[src/rtl/neuron_mac_unit.sv]
// neuron_mac_unit
//   Sequential multiply-accumulate for one neuron. After a start the unit
//   takes N_INPUTS signed (x_in, w_in) pairs, one per accepted beat, and
//   sums their full-precision products onto the sampled bias. The final sum
//   is presented on acc_out with ready_signal for the activation stage.
//
// Ports
//   clk, rst_n       rising-edge clock, asynchronous active-low reset
//   start, bias      begin evaluation (sampled in IDLE/DONE), bias loaded then
//   in_valid/in_ready, x_in, w_in   operand pair handshake (ready only in ACCUM)
//   acc_out          accumulator register (meaningful while ready_signal=1)
//   ready_signal     evaluation finished, acc_out stable (DONE state)
//   busy             evaluation in progress (ACCUM state)
//   sat_flag         sticky clamp indicator for the current evaluation
//
// Configuration
//   NEURON_MAC_SAT_EN  defined: each add clamps to the signed WIDTH range and
//                      sets a sticky saturation flag.
//                      undefined: adds wrap modulo 2**WIDTH, sat_flag = 0.
module neuron_mac_unit #(
  parameter int WIDTH    = 32,
  parameter int DATA_W   = 8,
  parameter int N_INPUTS = 62,
  parameter int CNT_W    = 6
) (
  input  logic                     clk,
  input  logic                     rst_n,
  input  logic                     start,
  input  logic signed [WIDTH-1:0]  bias,
  input  logic                     in_valid,
  output logic                     in_ready,
  input  logic signed [DATA_W-1:0] x_in,
  input  logic signed [DATA_W-1:0] w_in,
  output logic signed [WIDTH-1:0]  acc_out,
  output logic                     ready_signal,
  output logic                     busy,
  output logic                     sat_flag
);

  typedef enum logic [1:0] {IDLE, ACCUM, DONE} state_e;

  localparam logic [CNT_W-1:0] LAST = CNT_W'(N_INPUTS - 1);

  state_e                    state_q;
  logic signed [WIDTH-1:0]   acc_q;
  logic        [CNT_W-1:0]   cnt_q;
  logic signed [2*DATA_W-1:0] prod;
  logic signed [WIDTH-1:0]   acc_d;

  // Full 2*DATA_W product, so (-128)*(-128) is exact.
  assign prod = x_in * w_in;

`ifdef NEURON_MAC_SAT_EN
  logic                    sat_q;
  logic signed [WIDTH:0]   sum_x;
  logic                    clamp;

  // One guard bit: the top two bits disagree exactly when the add overflowed.
  assign sum_x = {acc_q[WIDTH-1], acc_q}
               + {{(WIDTH+1-2*DATA_W){prod[2*DATA_W-1]}}, prod};
  assign clamp = sum_x[WIDTH] ^ sum_x[WIDTH-1];

  always_comb begin
    acc_d = sum_x[WIDTH-1:0];
    if (clamp)
      acc_d = sum_x[WIDTH] ? {1'b1, {(WIDTH-1){1'b0}}}
                           : {1'b0, {(WIDTH-1){1'b1}}};
  end

  assign sat_flag = sat_q;
`else
  assign acc_d    = acc_q + {{(WIDTH-2*DATA_W){prod[2*DATA_W-1]}}, prod};
  assign sat_flag = 1'b0;
`endif

  always_ff @(posedge clk or negedge rst_n) begin
    if (!rst_n) begin
      state_q <= IDLE;
      acc_q   <= '0;
      cnt_q   <= '0;
`ifdef NEURON_MAC_SAT_EN
      sat_q   <= 1'b0;
`endif
    end else begin
      case (state_q)
        IDLE, DONE: begin
          if (start) begin
            acc_q   <= bias;
            cnt_q   <= '0;
`ifdef NEURON_MAC_SAT_EN
            sat_q   <= 1'b0;
`endif
            state_q <= ACCUM;
          end
        end
        ACCUM: begin
          // in_ready is the ACCUM decode, so in_valid alone marks a beat.
          if (in_valid) begin
            acc_q <= acc_d;
`ifdef NEURON_MAC_SAT_EN
            if (clamp) sat_q <= 1'b1;
`endif
            // Counter parks at LAST rather than wrapping.
            if (cnt_q == LAST) state_q <= DONE;
            else               cnt_q   <= cnt_q + 1'b1;
          end
        end
        default: state_q <= IDLE;
      endcase
    end
  end

  assign busy         = (state_q == ACCUM);
  assign in_ready     = (state_q == ACCUM);
  assign ready_signal = (state_q == DONE);
  assign acc_out      = acc_q;

endmodule

[config.mk]
export PLATFORM = sky130hd
export DESIGN_NAME = neuron_mac_unit
export DESIGN_NICKNAME = d
export VERILOG_FILES = /design/src/rtl/neuron_mac_unit.sv
export SDC_FILE = /design/constraint.sdc
export NUM_CORES = 1
export LEC_CHECK = 0
export BUFFER_PORTS_ARGS = -buffer_cell sky130_fd_sc_hd__buf_2
export CAP_MARGIN = 20
export CELL_PAD_IN_SITES_DETAIL_PLACEMENT = 0
export CELL_PAD_IN_SITES_GLOBAL_PLACEMENT = 2
export CORE_MARGIN = 2
export CORE_UTILIZATION = 38
export DETAILED_ROUTE_END_ITERATION = 10
export PLACE_DENSITY_LB_ADDON = 0.1
export SYNTH_ARGS = -nofsm -noshare
export SYNTH_HDL_FRONTEND = slang
export SYNTH_SLANG_ARGS = --single-unit
[constraint.sdc]
create_clock -name clk -period 5.7 [get_ports clk]
set_clock_uncertainty 0.1 [all_clocks]
set_input_delay 0.57 -clock clk [delete_from_list [all_inputs] [get_ports clk]]
set_output_delay 0.57 -clock clk [all_outputs]
set_load 0.005 [all_outputs]
=== After elaboration in Yosys (flattened, before gate mapping) ===
Cells that the tools add are included.

* Flip-flop bits (word level): 40
* Word-level logic and storage cells: 30

* Add/subtract/negate cells: 2
* $mul: 1
* Equality and inequality tests: 7
* Multiplexer cells: 11
* Reductions and logical operators: 6

{| class="wikitable"
|+ Operators by type and width
! operator !! count
|-
| $mux W32 || 2
|-
| $pmux W32 S2 || 1
|-
| $add A32 B32 Y32 || 1
|-
| $mux W6 || 3
|-
| $mul A8 B8 Y16 || 1
|-
| $pmux W6 S2 || 1
|-
| $add A6 B1 Y6 const B || 1
|-
| $eq A6 B6 Y1 const B || 1
|-
| $mux W2 || 3
|-
| $ne A2 B2 Y1 const B || 3
|-
| $reduce_and A3 Y1 || 2
|-
| $pmux W2 S2 || 1
|-
| $reduce_and A4 Y1 || 1
|-
| $eq A2 B1 Y1 const B || 1
|-
| $eq A2 B2 Y1 const B || 1
|-
| $logic_not A2 Y1 || 1
|-
| $ne A2 B1 Y1 const B || 1
|-
| $reduce_bool A2 Y1 || 1
|-
| $reduce_or A2 Y1 || 1
|}

=== Depth between registers and ports, before layout ===
* Depth after elaboration: 4
* Gate-level depth with buffers: 29
* Depth with buffers taken out: 29

=== Least setup slack after synthesis ===
OpenSTA, ideal clock, no wires.

* Kind: in2reg
* Start point: input port w_in[3]
* End point: register acc_q[31] (netlist: acc_out[31])
* Data arrival time: 6.390 ns
* Setup slack: -0.923 ns
* Cell stages on the path: 24
* Cell sequence: and2_1 -> fa_1 -> inv_1 -> fa_1 -> inv_1 -> fa_1 -> inv_1 -> fa_1 -> inv_1 -> ha_1 -> and3_1 -> a21oi_1 -> o21ai_1 -> o41a_1 -> xnor2_4 -> ha_1 -> a21o_1 -> a21o_1 -> a221o_1 -> o21ba_2 -> o221ai_2 -> xor2_1 -> a21oi_1 -> a2bb2oi_2

* Cells in the longest elaborated chain, start to end: 4

{| class="wikitable"
|+ RTL lines
! item !! line !! RTL
|-
| from (decl) || 33 || <nowiki>input logic signed [DATA_W-1:0] w_in,</nowiki>
|-
| $mul A8 B8 Y16 || 51 || <nowiki>assign prod = x_in * w_in;</nowiki>
|-
| $add A32 B32 Y32 || 72 || <nowiki>assign acc_d = acc_q + {{(WIDTH-2*DATA_W){prod[2*DATA_W-1]}}, prod};</nowiki>
|-
| $mux W32 || 98 || <nowiki>if (in_valid) begin</nowiki>
|-
| $pmux W32 S2 || 85 || <nowiki>case (state_q)</nowiki>
|-
| to (signal assigned) || 88 || <nowiki>acc_q <= bias;</nowiki>
|-
| to (decl) || 45 || <nowiki>logic signed [WIDTH-1:0] acc_q;</nowiki>
|}

Every way passes these cells. The select of a mux whose other input is x is not followed.
A chain may end at the register's enable or synchronous reset.

=== Worst setup path in the final report ===
* Start point: input port w_in[7]
* End point: register acc_q[31] (netlist: acc_out[31])

Same word-level chain as after synthesis.

==> results by group <==
Worst setup path
  – Launch point of the worst path: w_in[7]
  – Worst setup slack for register-to-register paths: 2.61 ns
  – FF-to-FF Start: acc_out[0]
  – RR Endpoint: acc_out[20]
  – Startpoint Class: primary input
  – Depth of the worst register-to-register path: 11
  – Crit path max fanout: 6
  – Critical path class: in -> reg
  – Data arrival time of the critical path: 6.36 ns
  – Crit. End Element: register
  – Required @ worst endpoint: approximately 5.8 ns

STA
  – Tightest slew margin relative to the limit: 32.53%
  – Final-layout setup total negative slack: -6.756 ns
  – Slew @ Worst Pin: roughly 1.0 ns
  – Number of max-slew violations in the final report: 0
  – RSZ-0062 raised after global routing: true
  – Upper clock frequency limit: 0.1586 GHz
  – Final hold slack: 0.3513 ns
  – Worst-case setup margin in the final layout: -0.6049 ns
  – Final clock period utilization by the worst path: 110.6%
  – Count of endpoints failing setup in the final report: 15
  – Minimum clock period after layout: 6.305 ns
  – Count of endpoints failing hold in the final timing report: 0

GRT
  – Global-route track usage on met2: 32.98%
  – Vias in the first global route: 5611
  – Antenna violations before repair: 0
  – Combined global-route utilization of all metal layers: approximately a fifth
  – Met3 layer usage reported by global route: around 2.3%
  – Largest net degree at the start of global routing: 48
  – Sum of overflow across all layers after global routing: 0
  – Global routing met1 resource utilization: between 20% and 30%
  – GRT busiest layer: met2
  – Global-route wire length before repair: 26.50 mm

Route
  – Number of vias per cell: slightly above 5
  – Total number of vias: between 5k and 6k
  – DRT antenna net count: 0
  – Routed WL: ~16 mm
  – Number of DRC markers in iteration 0: 187
  – Post-DR wirelength/cell: 14.73 um
  – Number of detailed-routing iterations run before antenna repair: 4
  – # DRC: 0

Synth
  – Synth Area in XOR/XNOR: 6.561%
  – Post-synthesis async set-or-reset flop share: 100.0%
  – Seq/Total Area, Yosys: 16.99%
  – Post-synth top area cell: sky130_fd_sc_hd__fa_1
  – Post-synth EDFFs: 0
  – Post-Syn Instances: 705
  – Largest cells by area after synthesis: sky130_fd_sc_hd__fa_1 19%, sky130_fd_sc_hd__dfrtp_1 17%, sky130_fd_sc_hd__ha_1 13%
  – Area share of the largest cell type after synthesis: 19.02%
  – Post-synthesis share of cell area spent on and, or, nand and nor gates: between 10% and 20%
  – Synth Flop Type: sky130_fd_sc_hd__dfrtp_1
  – Mux contribution to synthesized area: 0.9130%
  – Adder and majority gate portion of the synthesized area: about a third
  – Complex-gate fraction of the synthesized area: 17.88%
  – Cell variety after synth: 57
  – Yosys warning total: 0
  – Area of the mapped netlist: 0.005893 mm2
  – Combinational family with the most area after synthesis: adder cells
  – Syn nets: 875
  – Mean instance size in the synthesized netlist: around 8.4 um2
  – Number of synthesized register bits: 40

Cells and area
  – Count of inserted antenna diode cells: 0
  – Layout fillers: 1423
  – Layout cells sized above 1: 37.14%
  – Number of nets in the finished design: 1071
  – Area added between synthesis and finish: 41.93%

Die
  – Core ar.: ~0.015 mm2
  – DIE WIDTH: 128.5 um
  – I/O Pins: 88
  – Starting utilization of the core area: between 30% and 40%
  – Die area: roughly 0.017 mm2
  – Die height: about 130 um
  – Number of rows in the core area: 45

Run status
  – Failing checks: setup timing
  – Result of the run: finished, violations left

Clock network
  – Root Buffer: sky130_fd_sc_hd__clkbuf_16
  – Total number of H-tree levels: 2
  – Number of buffers added to fix hold violations after cts: 0
  – TritonCTS clock tree: yes
  – Clock edge transition at the registers on the reported setup and hold paths: 0.07 ns
  – CTS Sinks: 40
  – Clock Path Buffers: 2
  – TritonCTS buffer count: 5
  – Insertion delay to the later sink of the worst-skew pair: roughly 0.29 ns

Placed design
  – Port buffer count: 86
  – Final weighted congestion of routability-driven global placement: approximately 0.93
  – Sum of net half-perimeters after detailed placement: 12.14 mm

Flow run
  – Maximum Capacitance Violations: 0

Min path
  – Worst min path class: in -> async
[kinds of logic after synthesis]
logic type / after synthesis
compound gates: 163
xor+xnor: 42
fa+ha+maj: 118
buf+inv: 114
flops: 40
mux: 5
other cells: 1
simple gates: 222
[Yosys cell counts, types with 9 or more instances]
master,count
sky130_fd_sc_hd__inv_1,96
sky130_fd_sc_hd__nand2_1,75
sky130_fd_sc_hd__ha_1,62
sky130_fd_sc_hd__fa_1,56
sky130_fd_sc_hd__a21oi_1,54
sky130_fd_sc_hd__nor2_1,53
sky130_fd_sc_hd__and2_1,46
sky130_fd_sc_hd__dfrtp_1,40
sky130_fd_sc_hd__o21ai_0,28
sky130_fd_sc_hd__xnor2_1,26
sky130_fd_sc_hd__a21o_1,20
sky130_fd_sc_hd__xor2_1,15
sky130_fd_sc_hd__a31oi_1,14
sky130_fd_sc_hd__clkbuf_1,12
sky130_fd_sc_hd__nand3_1,9
sky130_fd_sc_hd__nor2b_1,9
sky130_fd_sc_hd__o21a_1,9
[flip-flops by register name, summed over array words and instances, names as in the netlist]
signal / flops
acc_out: 32
cnt_q: 6
state_q: 2
[layout make-up]
cell class              instances  area [um2]  area share [%]
well taps                     188       235.2           2.812
clock inverters                 3       47.55          0.5684
multi-input cells             551        5109           61.08
inverters                      96       360.3           4.308
flip-flops and latches         40        1001           11.97
repair buffers                207        1486           17.77
clock buffers                   5       125.1           1.496
[through the flow]
stage	setup WS [ns]	std cells	area, um2	util [%]
after CTS	-0.6032	1083	8026	52.80
after floorplan	-0.7360	705	5974	-
after detailed placement	-1.259	1063	7351	48.35
after global routing	-0.8911	1090	8364	55.02
after global placement	-1.089	1063	7351	48.35
final	-0.6049	1090	8364	55.02
[placed cells by master (no fill, tap or decap), types with 16 or more instances in the layout]
cell type	instances
sky130_fd_sc_hd__dfrtp_1	40
sky130_fd_sc_hd__and2_1	37
sky130_fd_sc_hd__nor2_1	47
sky130_fd_sc_hd__a21oi_2	16
sky130_fd_sc_hd__ha_4	20
sky130_fd_sc_hd__ha_1	39
sky130_fd_sc_hd__fa_1	54
sky130_fd_sc_hd__buf_4	115
sky130_fd_sc_hd__xnor2_1	22
sky130_fd_sc_hd__buf_2	72
sky130_fd_sc_hd__nand2_1	69
sky130_fd_sc_hd__a21o_1	20
sky130_fd_sc_hd__inv_1	84
sky130_fd_sc_hd__a21oi_1	36
[what timing repair did]
action / in CTS / in global routing
buffers inserted: 13 / 7
pin swaps: 54 / 77
gates resized for setup: 85 / 73
endpoints found under the setup margin: 20 / 22
[routing by layer]
metal | up-vias | share of wire [%]
met4 | 0 | 0.80
met3 | 12 | 2.1
met1 | 2688 | 49
met5 | - | 0
li1 | 2727 | -
met2 | 65 | 48
[worst max path at each step]
stage                   to  slack [ns]
6_report       acc_out[31]       -0.60
5_1_grt        acc_out[26]       -0.89
4_1_cts        acc_out[31]       -0.60
3_5_place_dp   acc_out[26]       -1.26
3_3_place_gp   acc_out[26]       -1.09
2_1_floorplan  acc_out[31]       -0.74
[worst max-delay path, stage by stage]
cell	delay [ns]
sky130_fd_sc_hd__buf_4	0.14
sky130_fd_sc_hd__buf_4	0.14
sky130_fd_sc_hd__nor2b_1	0.15
sky130_fd_sc_hd__fa_1	0.51
sky130_fd_sc_hd__fa_1	0.52
sky130_fd_sc_hd__fa_1	0.55
sky130_fd_sc_hd__inv_1	0.05
sky130_fd_sc_hd__fa_1	0.53
sky130_fd_sc_hd__inv_1	0.04
sky130_fd_sc_hd__ha_1	0.21
sky130_fd_sc_hd__and3_4	0.18
sky130_fd_sc_hd__a21oi_2	0.11
sky130_fd_sc_hd__o21ai_2	0.07
sky130_fd_sc_hd__o41a_1	0.48
sky130_fd_sc_hd__xnor2_4	0.16
sky130_fd_sc_hd__buf_12	0.17
sky130_fd_sc_hd__ha_4	0.22
sky130_fd_sc_hd__a21o_1	0.15
sky130_fd_sc_hd__a21o_1	0.17
sky130_fd_sc_hd__a221o_1	0.38
sky130_fd_sc_hd__o21ba_4	0.22
sky130_fd_sc_hd__o221ai_2	0.15
sky130_fd_sc_hd__xor2_1	0.20
sky130_fd_sc_hd__a21oi_1	0.10
sky130_fd_sc_hd__a2bb2oi_2	0.17
Power is not shown: default switching activity piles up to over one toggle a cycle in this logic, so the estimate is an artifact.
